### src/rtl/combo_lock_pkg.sv
// Shared state encoding and helpers for the parametrised combination lock.
package combo_lock_pkg;

   typedef enum logic [2:0] {
      ST_LOCKED  = 3'd0,
      ST_CHECK   = 3'd1,
      ST_OPEN    = 3'd2,
      ST_PROG    = 3'd3,
      ST_LOCKOUT = 3'd4
   } state_e;

   function automatic logic is_onehot(input logic [31:0] v);
      return (v != 32'd0) && ((v & (v - 32'd1)) == 32'd0);
   endfunction

endpackage

### src/rtl/combo_lock_param_btn_press_enc.sv
// Button rising-edge detector with one-hot validation and binary symbol encoder.
module btn_press_enc
   import combo_lock_pkg::*;
#(
   parameter int NUM_BTN = 4,
   parameter int SYM_W   = 2
) (
   input  logic               clk,
   input  logic               clr,
   input  logic [NUM_BTN-1:0] btn,
   output logic               press_vld,
   output logic [SYM_W-1:0]   press_sym,
   output logic               multi_err
);

   logic [NUM_BTN-1:0] btn_q;
   logic [NUM_BTN-1:0] rise_s;

   // Previous button levels for edge detection.
   always_ff @(posedge clk) begin
      if (clr) begin
         btn_q <= '0;
      end else begin
         btn_q <= btn;
      end
   end

   assign rise_s = btn & ~btn_q;

   // A press only counts when exactly one button rose and no other is held.
   always_comb begin
      press_vld = is_onehot(32'(rise_s)) && is_onehot(32'(btn));
      multi_err = (|rise_s) && !is_onehot(32'(btn));
      press_sym = '0;
      for (int k = 0; k < NUM_BTN; k++) begin
         press_sym = press_sym | (rise_s[k] ? SYM_W'(k) : '0);
      end
   end

endmodule

### src/rtl/combo_lock_param.sv
// Parametrised keypad combination lock: entry FSM, key storage, fail counter and lockout timer.
module combo_lock_param
   import combo_lock_pkg::*;
#(
   parameter int NUM_BTN     = 4,
   parameter int CODE_LEN    = 4,
   parameter int MAX_FAIL    = 3,
   parameter int LOCKOUT_CYC = 1024,
   parameter logic [CODE_LEN*$clog2(NUM_BTN)-1:0] DEFAULT_KEY = 8'hE4
) (
   input  logic                            clk,
   input  logic                            clr,
   input  logic [NUM_BTN-1:0]              btn,
   input  logic                            re,
   output logic                            unlocked,
   output logic                            reprog,
   output logic                            locked_out,
   output logic                            err,
   output logic [$clog2(CODE_LEN+1)-1:0]   entry_cnt,
   output logic [$clog2(MAX_FAIL+1)-1:0]   fail_cnt
);

   localparam int SYM_W = $clog2(NUM_BTN);
   localparam int KEY_W = CODE_LEN * SYM_W;
   localparam int CW    = $clog2(CODE_LEN + 1);
   localparam int FW    = $clog2(MAX_FAIL + 1);
   localparam int TW    = (LOCKOUT_CYC > 1) ? $clog2(LOCKOUT_CYC) : 1;

   state_e             state_q, state_d;
   logic [KEY_W-1:0]   guess_q, guess_d;
   logic [KEY_W-1:0]   stage_q, stage_d;
   logic [KEY_W-1:0]   key_q, key_d;
   logic [CW-1:0]      entry_q, entry_d;
   logic [FW-1:0]      fail_q, fail_d;
   logic [TW-1:0]      timer_q, timer_d;
   logic               re_q;
   logic               unlocked_q, reprog_q, locked_out_q, err_q;
   logic               press_vld;
   logic [SYM_W-1:0]   press_sym;
   logic               multi_err;
   logic               re_rise_s;
   logic               last_s;

   btn_press_enc #(
      .NUM_BTN (NUM_BTN),
      .SYM_W   (SYM_W)
   ) u_enc (
      .clk       (clk),
      .clr       (clr),
      .btn       (btn),
      .press_vld (press_vld),
      .press_sym (press_sym),
      .multi_err (multi_err)
   );

   assign re_rise_s = re & ~re_q;
   assign last_s    = (entry_q == CW'(CODE_LEN - 1));

   // State and datapath registers; status outputs follow the next state so they align with it.
   always_ff @(posedge clk) begin
      if (clr) begin
         state_q      <= ST_LOCKED;
         guess_q      <= '0;
         stage_q      <= '0;
         key_q        <= DEFAULT_KEY;
         entry_q      <= '0;
         fail_q       <= '0;
         timer_q      <= '0;
         re_q         <= 1'b0;
         unlocked_q   <= 1'b0;
         reprog_q     <= 1'b0;
         locked_out_q <= 1'b0;
         err_q        <= 1'b0;
      end else begin
         state_q      <= state_d;
         guess_q      <= guess_d;
         stage_q      <= stage_d;
         key_q        <= key_d;
         entry_q      <= entry_d;
         fail_q       <= fail_d;
         timer_q      <= timer_d;
         re_q         <= re;
         unlocked_q   <= (state_d == ST_OPEN);
         reprog_q     <= (state_d == ST_PROG);
         locked_out_q <= (state_d == ST_LOCKOUT);
         err_q        <= multi_err;
      end
   end

   // Next-state and datapath update.
   always_comb begin
      state_d = state_q;
      guess_d = guess_q;
      stage_d = stage_q;
      key_d   = key_q;
      entry_d = entry_q;
      fail_d  = fail_q;
      timer_d = timer_q;
      case (state_q)
         ST_LOCKED: begin
            if (press_vld) begin
               guess_d[int'(entry_q)*SYM_W +: SYM_W] = press_sym;
               entry_d = entry_q + CW'(1);
               state_d = last_s ? ST_CHECK : ST_LOCKED;
            end else begin
               state_d = ST_LOCKED;
            end
         end
         ST_CHECK: begin
            entry_d = '0;
            guess_d = '0;
            if (guess_q == key_q) begin
               state_d = ST_OPEN;
               fail_d  = '0;
            end else if (fail_q == FW'(MAX_FAIL - 1)) begin
               state_d = ST_LOCKOUT;
               timer_d = TW'(LOCKOUT_CYC - 1);
               fail_d  = FW'(MAX_FAIL);
            end else begin
               state_d = ST_LOCKED;
               fail_d  = fail_q + FW'(1);
            end
         end
         ST_OPEN: begin
            if (re_rise_s) begin
               state_d = ST_PROG;
               entry_d = '0;
               stage_d = '0;
            end else if (press_vld) begin
               state_d = ST_LOCKED;
            end else begin
               state_d = ST_OPEN;
            end
         end
         ST_PROG: begin
            // Abort takes priority over a simultaneous press.
            if (re_rise_s) begin
               state_d = ST_OPEN;
               entry_d = '0;
               stage_d = '0;
            end else if (press_vld) begin
               stage_d[int'(entry_q)*SYM_W +: SYM_W] = press_sym;
               if (last_s) begin
                  key_d   = stage_d;
                  stage_d = '0;
                  entry_d = '0;
                  state_d = ST_LOCKED;
               end else begin
                  entry_d = entry_q + CW'(1);
               end
            end else begin
               state_d = ST_PROG;
            end
         end
         ST_LOCKOUT: begin
            if (timer_q == '0) begin
               state_d = ST_LOCKED;
               fail_d  = '0;
            end else begin
               timer_d = timer_q - TW'(1);
            end
         end
         default: begin
            state_d = ST_LOCKED;
         end
      endcase
   end

   assign unlocked   = unlocked_q;
   assign reprog     = reprog_q;
   assign locked_out = locked_out_q;
   assign err        = err_q;
   assign entry_cnt  = entry_q;
   assign fail_cnt   = fail_q;

endmodule

### config.mk
export PLATFORM = sky130hd
export DESIGN_NAME = combo_lock_param
export DESIGN_NICKNAME = d
export VERILOG_FILES = /design/src/rtl/combo_lock_pkg.sv /design/src/rtl/combo_lock_param_btn_press_enc.sv /design/src/rtl/combo_lock_param.sv
export SDC_FILE = /design/constraint.sdc
export NUM_CORES = 1
export LEC_CHECK = 0
export ABC_AREA = 1
export BUFFER_PORTS_ARGS = -buffer_cell sky130_fd_sc_hd__buf_2
export CAP_MARGIN = 5
export CORE_ASPECT_RATIO = 0.5
export CORE_MARGIN = 4
export CORE_UTILIZATION = 46
export DETAILED_ROUTE_END_ITERATION = 12
export PLACE_DENSITY = 0.74
export SLEW_MARGIN = 30
export SYNTH_ARGS = -nofsm -noshare
export SYNTH_HDL_FRONTEND = slang
export SYNTH_HIERARCHICAL = 1
export SYNTH_SLANG_ARGS = --single-unit
### constraint.sdc
create_clock -name clk -period 1.9 [get_ports clk]
set_input_delay 0.285 -clock clk [delete_from_list [all_inputs] [get_ports clk]]
set_output_delay 0.285 -clock clk [all_outputs]
set_load 0.005 [all_outputs]
==> impl_metrics.json, run 1 <==
{
  "vias": 2549,
  "grt_first_pass_wirelength_um": 10010,
  "avgSynthCellArea_um2": 6.777,
  "cp-end-kind": "flip-flop",
  "antenna_found_initial": 0,
  "areaGrowthSynthToFinish_pct": 14.69,
  "power.density_mw_per_mm2": 791.5,
  "grt-ovfl-total": 0,
  "initial_core_util_pct": 48.44,
  "grt-busiest-layer": "met2",
  "clk_latency_ns": 0.29,
  "final_layout_size_suffix_gt1_share_pct": 15.73,
  "routed_wl_um": 5804,
  "holdCritPathClass": "in2reg",
  "cts.sinks": 51,
  "dr.first_iter.drc_count": 172,
  "slew_headroom_pct": 74.02,
  "irDropWorstVdd_mv": 0.4720,
  "leakage_nw": 1.426,
  "post_cts_buffers": 0,
  "status": "completed",
  "p_sw_w": 0.0005510,
  "slowest_delay_ns": 0.35,
  "synth_compound_area_share_pct": 11.14,
  "p_int_w": 0.001916,
  "pwr-share-seq_pct": 44.5,
  "period_needed_ns": 1.716,
  "ys_seq_area_share_pct": 37.57,
  "io_buffer_count": 15,
  "final_core_util_pct": 55.55,
  "ys_warn_count": 6,
  "power_w": 0.002467,
  "htreeDepth": 2,
  "postLayoutCellArea_mm2": 0.003117,
  "reg2reg_depth": 10,
  "cts-root-buf": "clkbuf_16",
  "grt_pass1_vias": 2282,
  "finalWorstSetupSlack_ns": 0.1837,
  "pwr-share-clk_pct": 46.6,
  "worstPathMaxFanout": 4,
  "mostFrequentLayoutCell": "nand2_1",
  "cpMaxStageDelayCell": "dfxtp_2",
  "finalHoldViolCount": 0,
  "r2r_slack_ns": 0.18,
  "grtUsageMet2_pct": 27.69,
  "use_met1_pct": 22.24,
  "preCtsSetupSlack_ns": 0.08253,
  "avgViaCountPerCell": 5.108,
  "ctsHoldBuffers": 0,
  "final_cell_mix": "117 x nand2_1, 49 x inv_1, 49 x dfxtp_1",
  "cts.clk_slew.worst_paths_ns": 0.07,
  "num-fill-cells": 538,
  "tightestPinTransition_ns": 0.3884,
  "regArea_mm2": 0.001026,
  "ys_seq_elements": 51,
  "final_nets": 442,
  "timing.rr.start": "entry_cnt[0]",
  "core_mm2": 0.005610,
  "die_x_um": 116.7,
  "timing.rr.end": "stage_q[0]",
  "final_antenna_net_count": 0,
  "finalSetupTns_ns": 0,
  "setup_viol_count_final": 0,
  "die_y_um": 62.35,
  "cts_buffer_depth": 2,
  "maxSlewViolCount": 0,
  "routedWlPerCell_um": 11.63,
  "crit_top_cell": "nand2_1",
  "grt_max_degree": 22,
  "diodes": 0,
  "rows": 19,
  "yosys.area_share.adder_pct": 4.604,
  "synthSimpleGateAreaFrac_pct": 34.85,
  "comb_power_share_pct": 9.0,
  "cts_tree": "done",
  "arrival_ns": 1.94,
  "required_ns": 2.13,
  "synthMuxAreaShare_pct": 0,
  "ctsResizeCount": 0,
  "synth.cell_area_mm2": 0.002718,
  "fmax_ghz": 0.5827,
  "synthXorXnorAreaFrac_pct": 1.611,
  "dr.pass1.iters": 5,
  "drc": 0,
  "syn_inst": 401,
  "place_area_mm2": 0.002903,
  "critical_path.endpoint": "stage_q[0]",
  "gp_congestion": 0.9020,
  "die_area_mm2": 0.007276,
  "synth_top_family_by_area": "simple AND/OR/NAND/NOR gates",
  "rsz0062_at_grt": "false",
  "path_buf_inv": 2,
  "switching_share_pct": 22.34,
  "multiInputGateArea_mm2": 0.001439,
  "crit_path_cell_trace": "inv_1 -> ha_1 -> ha_1 -> nor3b_2 -> nand3_2 -> inv_2 -> nand2_1 -> nand2_1 -> nand2_1 -> a21oi_1",
  "grtUsageMet3_pct": 4.656,
  "critPathTopFamily": "simple AND/OR/NAND/NOR gates",
  "synthesis.nets": 418,
  "grtUsageTotal_pct": 17.01,
  "crit_cells": 10,
  "clock_skew_ns": 0.004274,
  "synth_cell_type_count": 31,
  "critical_path_class": "reg2reg",
  "post-route-period-util_pct": 90.33,
  "dpl.hpwl_um": 4240,
  "start_kind": "flip-flop",
  "cts_inserted_buffers": 5,
  "startpoint": "entry_cnt[0]",
  "io_pins": 16,
  "drv_cap": 0
}
area by class of cell:
class	count	share of cell area (%)
Clock buffer	6	4.135
Clock inverter	2	1.927
Sequential cell	51	32.92
Timing Repair Buffer	26	5.058
Inverter	57	6.865
Multi-Input combinational cell	284	46.17
Tap cell	73	2.931
flip-flops by register name, summed over array words and instances (netlist names):
name,count
stage_q,8
u_enc/btn_q,4
unlocked,1
err,1
fail_cnt,2
guess_q,8
entry_cnt,3
locked_out,1
key_q,8
re_q,1
timer_q,10
state_q,3
reprog,1
per-stage QoR:
step	cells	hold slack, ns
after floorplan	401	0.3568
after global placement	491	0.4557
after detailed placement	491	0.4589
after CTS	499	0.2075
after global routing	499	0.2412
final	499	0.2095
power by group through the flow:
| stage | Combinational (W) | Clock, W | Sequential [W] |
|---|---|---|---|
| after floorplan | 0.000138 | 0 | 0.00112 |
| after global routing | 0.000251 | 0.00122 | 0.00110 |
| after CTS | 0.000208 | 0.00117 | 0.00110 |
| final | 0.000221 | 0.00115 | 0.00110 |
| after global placement | 0.000205 | 0 | 0.00112 |
| after detailed placement | 0.000207 | 0 | 0.00112 |
worst min-delay path, cell delays in order:
cell and delay, ns:
buf_2 0.07, inv_1 0.04, nor2_1 0.07
synthesized netlist by cell type, drive strengths merged:
cell type | number | area (µm²)
nor3b | 1 | 7.510
ha | 10 | 125.1
and2 | 1 | 6.260
clkbuf | 5 | 28.77
buf | 4 | 35.03
a31oi | 4 | 25.02
nand3b | 1 | 7.510
a21oi | 31 | 155.2
inv | 57 | 214.0
o21ai | 19 | 95.09
or2 | 1 | 6.260
nor2 | 29 | 128.9
xnor2 | 5 | 43.79
nand2 | 126 | 495.5
o211ai | 1 | 7.510
a21o | 1 | 7.510
dfxtp | 51 | 1021
nand4 | 7 | 43.79
o22ai | 2 | 12.51
nand3 | 40 | 215.2
nor3 | 5 | 36.29
kinds of logic after synthesis:
family	count (synthesis)
buf+inv	66
compound gates	58
flops	51
xor+xnor	5
simple gates	211
fa+ha+maj	10
per-layer routing:
layer / vias up / share of wire (%) / wire length [µm]
met2: 49 / 45 / 2608
met4: 0 / 1.1 / 63
met5: - / 0 / 0
met3: 8 / 5.7 / 331
li1: 1332 / - / -
met1: 1160 / 48 / 2800
worst min-delay path by stage:
stage          slack, ns        endpoint        from  cells past startpoint
6_report            0.21            re_q          re                      3
4_1_cts             0.21            re_q          re                      3
3_3_place_gp        0.46      stage_q[3]  stage_q[3]                      2
2_1_floorplan       0.36  u_enc/btn_q[1]         clr                      1
5_1_grt             0.24            re_q          re                      3
3_5_place_dp        0.46      stage_q[0]  stage_q[0]                      2
Note: power is estimated with default switching activity, not from simulation.
==> run 2: changes to the inputs <==
--- a/config.mk
+++ b/config.mk
@@ -13,6 +13,7 @@
 export CORE_UTILIZATION = 46
 export DETAILED_ROUTE_END_ITERATION = 12
 export PLACE_DENSITY = 0.74
+export RECOVER_POWER = 100
 export SLEW_MARGIN = 30
 export SYNTH_ARGS = -nofsm -noshare
 export SYNTH_HDL_FRONTEND = slang
==> impl_metrics.json, run 2 (synthesized netlist as in run 1, its figures left out) <==
{
  "status": "completed",
  "die_area_mm2": 0.007276,
  "finalSetupTns_ns": 0,
  "mostFrequentLayoutCell": "nand2_1",
  "arrival_ns": 1.94,
  "crit_path_cell_trace": "inv_1 -> ha_1 -> ha_1 -> nor3b_2 -> nand3_2 -> inv_2 -> nand2_1 -> nand2_1 -> nand2_1 -> a21oi_1",
  "irDropWorstVdd_mv": 0.4715,
  "final_cell_mix": "118 x nand2_1, 49 x inv_1, 49 x dfxtp_1",
  "cts_tree": "done",
  "cts-root-buf": "clkbuf_16",
  "critical_path_class": "reg2reg",
  "cpMaxStageDelayCell": "dfxtp_2",
  "multiInputGateArea_mm2": 0.001434,
  "vias": 2549,
  "final_core_util_pct": 55.24,
  "ctsHoldBuffers": 0,
  "crit_top_cell": "nand2_1",
  "regArea_mm2": 0.001026,
  "holdCritPathClass": "in2reg",
  "slew_headroom_pct": 36.42,
  "initial_core_util_pct": 48.44,
  "path_buf_inv": 2,
  "num-fill-cells": 543,
  "die_x_um": 116.7,
  "avgViaCountPerCell": 5.108,
  "place_area_mm2": 0.002903,
  "diodes": 0,
  "areaGrowthSynthToFinish_pct": 14.04,
  "hold_start": "re",
  "maxSlewViolCount": 0,
  "io_pins": 16,
  "drc": 0,
  "cp-end-kind": "flip-flop",
  "setup_viol_count_final": 0,
  "grt-ovfl-total": 0,
  "clock_skew_ns": 0.004313,
  "timing.rr.end": "stage_q[0]",
  "final_nets": 442,
  "post-route-period-util_pct": 90.24,
  "grt_max_degree": 22,
  "required_ns": 2.12,
  "cts_inserted_buffers": 5,
  "cts_buffer_depth": 2,
  "start_kind": "flip-flop",
  "fmax_ghz": 0.5832,
  "rows": 19,
  "reg2reg_depth": 10,
  "grtUsageTotal_pct": 17.01,
  "cts.clk_slew.worst_paths_ns": 0.07,
  "regMostFlops": "timer_q",
  "dpl.hpwl_um": 4240,
  "cts.sinks": 51,
  "drv_cap": 0,
  "dr.pass1.iters": 4,
  "period_needed_ns": 1.715,
  "grt_pass1_vias": 2282,
  "routedWlPerCell_um": 11.72,
  "critPathTopFamily": "simple AND/OR/NAND/NOR gates",
  "finalHoldViolCount": 0,
  "rsz0062_at_grt": "false",
  "grt_first_pass_wirelength_um": 10010,
  "core_mm2": 0.005610,
  "final_layout_size_suffix_gt1_share_pct": 13.85,
  "routed_wl_um": 5846,
  "hold_depth": 3,
  "gp_congestion": 0.9020,
  "die_y_um": 62.35,
  "largest_reg_flops": 10,
  "r2r_slack_ns": 0.19,
  "holdPathEnd": "re_q",
  "dr.first_iter.drc_count": 158,
  "timing.rr.start": "entry_cnt[0]",
  "post_cts_buffers": 0,
  "leakage_nw": 1.401,
  "htreeDepth": 2,
  "power.density_mw_per_mm2": 794.9,
  "slowest_delay_ns": 0.35,
  "tightestPinTransition_ns": 0.9537,
  "finalWorstSetupSlack_ns": 0.1855,
  "worstPathMaxFanout": 4,
  "final_antenna_net_count": 0,
  "preCtsSetupSlack_ns": 0.08253,
  "io_buffer_count": 15,
  "postLayoutCellArea_mm2": 0.003099,
  "clk_latency_ns": 0.29,
  "antenna_found_initial": 0
}
[run 2: per-stage QoR]
step,total power (W),hold WS [ns],std cells
finish,0.002464,0.2098,499
global route,0.002569,0.2412,499
floorplan,0.001260,0.3568,401
detailed placement,0.001329,0.4589,491
CTS,0.002475,0.2075,499
global placement,0.001325,0.4557,491
[run 2: worst max-delay path by stage]
| stage | start | end | slack [ns] | depth (start not counted) |
|---|---|---|---|---|
| 3_3_place_gp | btn[0] | key_q[5] | 0.14 | 11 |
| 2_1_floorplan | entry_cnt[0] | stage_q[0] | 0.12 | 10 |
| 6_report | entry_cnt[0] | stage_q[0] | 0.19 | 10 |
| 3_5_place_dp | entry_cnt[1] | stage_q[0] | 0.08 | 10 |
| 5_1_grt | entry_cnt[1] | stage_q[1] | 0.01 | 10 |
| 4_1_cts | entry_cnt[1] | stage_q[0] | 0.07 | 10 |
[run 2: power breakdown]
| group | total, W | internal, W | switching, W |
|---|---|---|---|
| clock | 0.00115 | 0.000755 | 0.000393 |
| sequential | 0.00110 | 0.00109 | 0.0000113 |
| combinational | 0.000218 | 0.0000726 | 0.000145 |
[run 2: cell type report]
| type | instances | share of cell area (%) |
|---|---|---|
| multi-input combinational | 284 | 46.27 |
| sequential | 51 | 33.10 |
| inverter | 57 | 6.904 |
| timing repair buffer | 26 | 4.683 |
| clock buffer | 6 | 4.158 |
| tap | 73 | 2.947 |
| clock inverter | 2 | 1.938 |
[run 2: metal layers]
metal	track usage [%]	wire length, µm	share of wire, %	up-vias
met5	0	0	0	-
met4	4.292	63	1.1	0
met3	4.656	329	5.6	8
met2	27.69	2638	45	58
met1	22.24	2814	48	1150
li1	-	-	-	1333
[run 2: timing repair]
| item | CTS | global route |
|---|---|---|
| hold endpoints to repair | 0 | 0 |
| gates resized for setup | 0 | 8 |
| setup endpoints to repair | 0 | 15 |
[run 2: worst reg2reg max path: stages (launching register included)]
cell     delay (ns)
dfxtp_2        0.35
inv_1          0.06
ha_1           0.19
ha_1           0.32
nor3b_2        0.20
nand3_2        0.13
inv_2          0.08
nand2_1        0.07
nand2_1        0.07
nand2_1        0.05
a21oi_1        0.12
==> run 3: changes to the inputs <==
--- a/config.mk
+++ b/config.mk
@@ -12,7 +12,7 @@
 export CORE_MARGIN = 4
 export CORE_UTILIZATION = 46
 export DETAILED_ROUTE_END_ITERATION = 12
-export PLACE_DENSITY = 0.74
+export PLACE_DENSITY = 0.76
 export RECOVER_POWER = 100
 export SLEW_MARGIN = 30
 export SYNTH_ARGS = -nofsm -noshare
==> constraint.sdc (replaced) <==
create_clock -name clk -period 1.4 [get_ports clk]
set_input_delay 0.21 -clock clk [delete_from_list [all_inputs] [get_ports clk]]
set_output_delay 0.21 -clock clk [all_outputs]
set_load 0.005 [all_outputs]
==> impl_metrics.json, run 3 (synthesized netlist as in run 1, its figures left out) <==
{
  "postLayoutCellArea_mm2": 0.004277,
  "hold_depth": 3,
  "leakage_nw": 1.910,
  "die_y_um": 62.35,
  "diodes": 0,
  "cts_buffer_depth": 2,
  "grt_first_pass_wirelength_um": 12350,
  "fmax_ghz": 0.5353,
  "setup_viol_count_final": 43,
  "grt-ovfl-total": 0,
  "grtUsageTotal_pct": 20.57,
  "io_pins": 16,
  "dr.first_iter.drc_count": 342,
  "rows": 19,
  "finalSetupTns_ns": -8.340,
  "crit_path_cell_trace": "inv_4 -> ha_4 -> ha_4 -> nor3b_4 -> nand3_2 -> inv_2 -> nand2_2 -> nand2_1 -> nand2_1 -> a21oi_1",
  "switching_share_pct": 29.71,
  "timing.rr.end": "stage_q[0]",
  "initial_core_util_pct": 48.44,
  "gp_congestion": 0.9358,
  "critPathTopFamily": "simple AND/OR/NAND/NOR gates",
  "areaGrowthSynthToFinish_pct": 57.37,
  "irDropWorstVdd_mv": 0.6017,
  "cts-root-buf": "clkbuf_16",
  "htreeDepth": 2,
  "power_w": 0.003488,
  "avgViaCountPerCell": 6.027,
  "required_ns": 1.61,
  "core_mm2": 0.005610,
  "pwr-share-clk_pct": 37.0,
  "final_nets": 505,
  "reg2reg_depth": 10,
  "clock_skew_ns": 0.009587,
  "cts_tree": "done",
  "antenna_found_initial": 0,
  "status": "finished, violations left",
  "dr.pass1.iters": 6,
  "final_cell_mix": "88 x nand2_1, 62 x buf_4, 35 x dfxtp_1",
  "slowest_delay_ns": 0.38,
  "drc": 0,
  "grt_max_degree": 22,
  "dpl.hpwl_um": 4531,
  "failed_checks": "negative setup slack",
  "p_sw_w": 0.001036,
  "slew_headroom_pct": 67.64,
  "cp-end-kind": "flip-flop",
  "path_buf_inv": 2,
  "finalWorstSetupSlack_ns": -0.4681,
  "regMostFlops": "timer_q",
  "tightestPinTransition_ns": 0.4837,
  "worstPathMaxFanout": 4,
  "rsz0062_at_grt": "true",
  "grt_pass1_vias": 2791,
  "start_kind": "flip-flop",
  "vias": 3387,
  "critical_path_class": "reg2reg",
  "holdPathEnd": "re_q",
  "die_area_mm2": 0.007276,
  "period_needed_ns": 1.868,
  "cts.sinks": 51,
  "routedWlPerCell_um": 19.12,
  "die_x_um": 116.7,
  "pwr-share-seq_pct": 42.7,
  "maxSlewViolCount": 0,
  "cts_inserted_buffers": 5,
  "cts.clk_slew.worst_paths_ns": 0.08,
  "arrival_ns": 2.07,
  "post-route-period-util_pct": 133.4,
  "clk_latency_ns": 0.30,
  "power.density_mw_per_mm2": 815.6,
  "p_int_w": 0.002452,
  "r2r_slack_ns": -0.47,
  "finalHoldViolCount": 0,
  "hold_start": "re",
  "cpMaxStageDelayCell": "dfxtp_4",
  "drv_cap": 0,
  "final_antenna_net_count": 0,
  "largest_reg_flops": 10,
  "final_layout_size_suffix_gt1_share_pct": 52.15,
  "place_area_mm2": 0.003263,
  "holdCritPathClass": "in2reg",
  "timing.rr.start": "entry_cnt[0]",
  "comb_power_share_pct": 20.3,
  "routed_wl_um": 10750,
  "mostFrequentLayoutCell": "nand2_1",
  "io_buffer_count": 15
}
## run 3: metal layers
layer / up-vias / track usage, % / share of wire, %
met3: 77 / 4.656 / 9.7
li1: 1469 / - / -
met1: 1576 / 25.55 / 36
met5: - / 0 / 0
met4: 0 / 7.296 / 6.0
met2: 265 / 34.77 / 48
## run 3: layout make-up
type | count | area [µm²]
multi-input cells | 285 | 2038
fillers | 301 | 1334
flip-flops and latches | 51 | 1046
repair buffers | 88 | 703.2
inverters | 57 | 246.5
clock buffers | 5 | 125.1
well taps | 73 | 91.34
clock inverters | 3 | 26.28
## run 3: what timing repair did
action,4_1_cts,5_1_grt
hold endpoints to repair,0,0
pin swaps,20,60
hold buffers,0,0
cloned,1,2
setup endpoints to repair,42,43
resized for setup,58,136
setup buffers,9,12
## run 3: how the worst max path moves through the flow
stage / start / endpoint / slack [ns] / depth (start not counted)
2_1_floorplan: entry_cnt[0] / stage_q[0] / -0.09 / 10
3_3_place_gp: btn[2] / entry_cnt[2] / -0.22 / 13
3_5_place_dp: btn[2] / entry_cnt[2] / -0.24 / 13
4_1_cts: entry_cnt[0] / stage_q[0] / -0.16 / 10
5_1_grt: entry_cnt[0] / stage_q[0] / -0.62 / 10
6_report: entry_cnt[0] / stage_q[0] / -0.47 / 10
## run 3: worst min-delay path, cell delays in order
cell and delay (ns):
buf_2 0.07, inv_1 0.05, nor2_1 0.08
## run 3: through the flow
step	std cells	util [%]	hold slack [ns]	setup WS, ns
after detailed placement	531	58.16	0.4370	-0.2379
after global routing	562	76.23	0.1551	-0.6227
after CTS	549	65.46	0.1297	-0.1563
final	562	76.23	0.1561	-0.4681
after floorplan	401	-	0.2818	-0.08639
after global placement	531	58.16	0.4310	-0.2244
## run 3: power groups by stage
stage	combinational, W	clock [W]	sequential, W
finish	0.000709	0.00129	0.00149
global route	0.000749	0.00136	0.00149
CTS	0.000477	0.00129	0.00149
detailed placement	0.000403	0	0.00152
global placement	0.000396	0	0.00152
floorplan	0.000218	0	0.00153
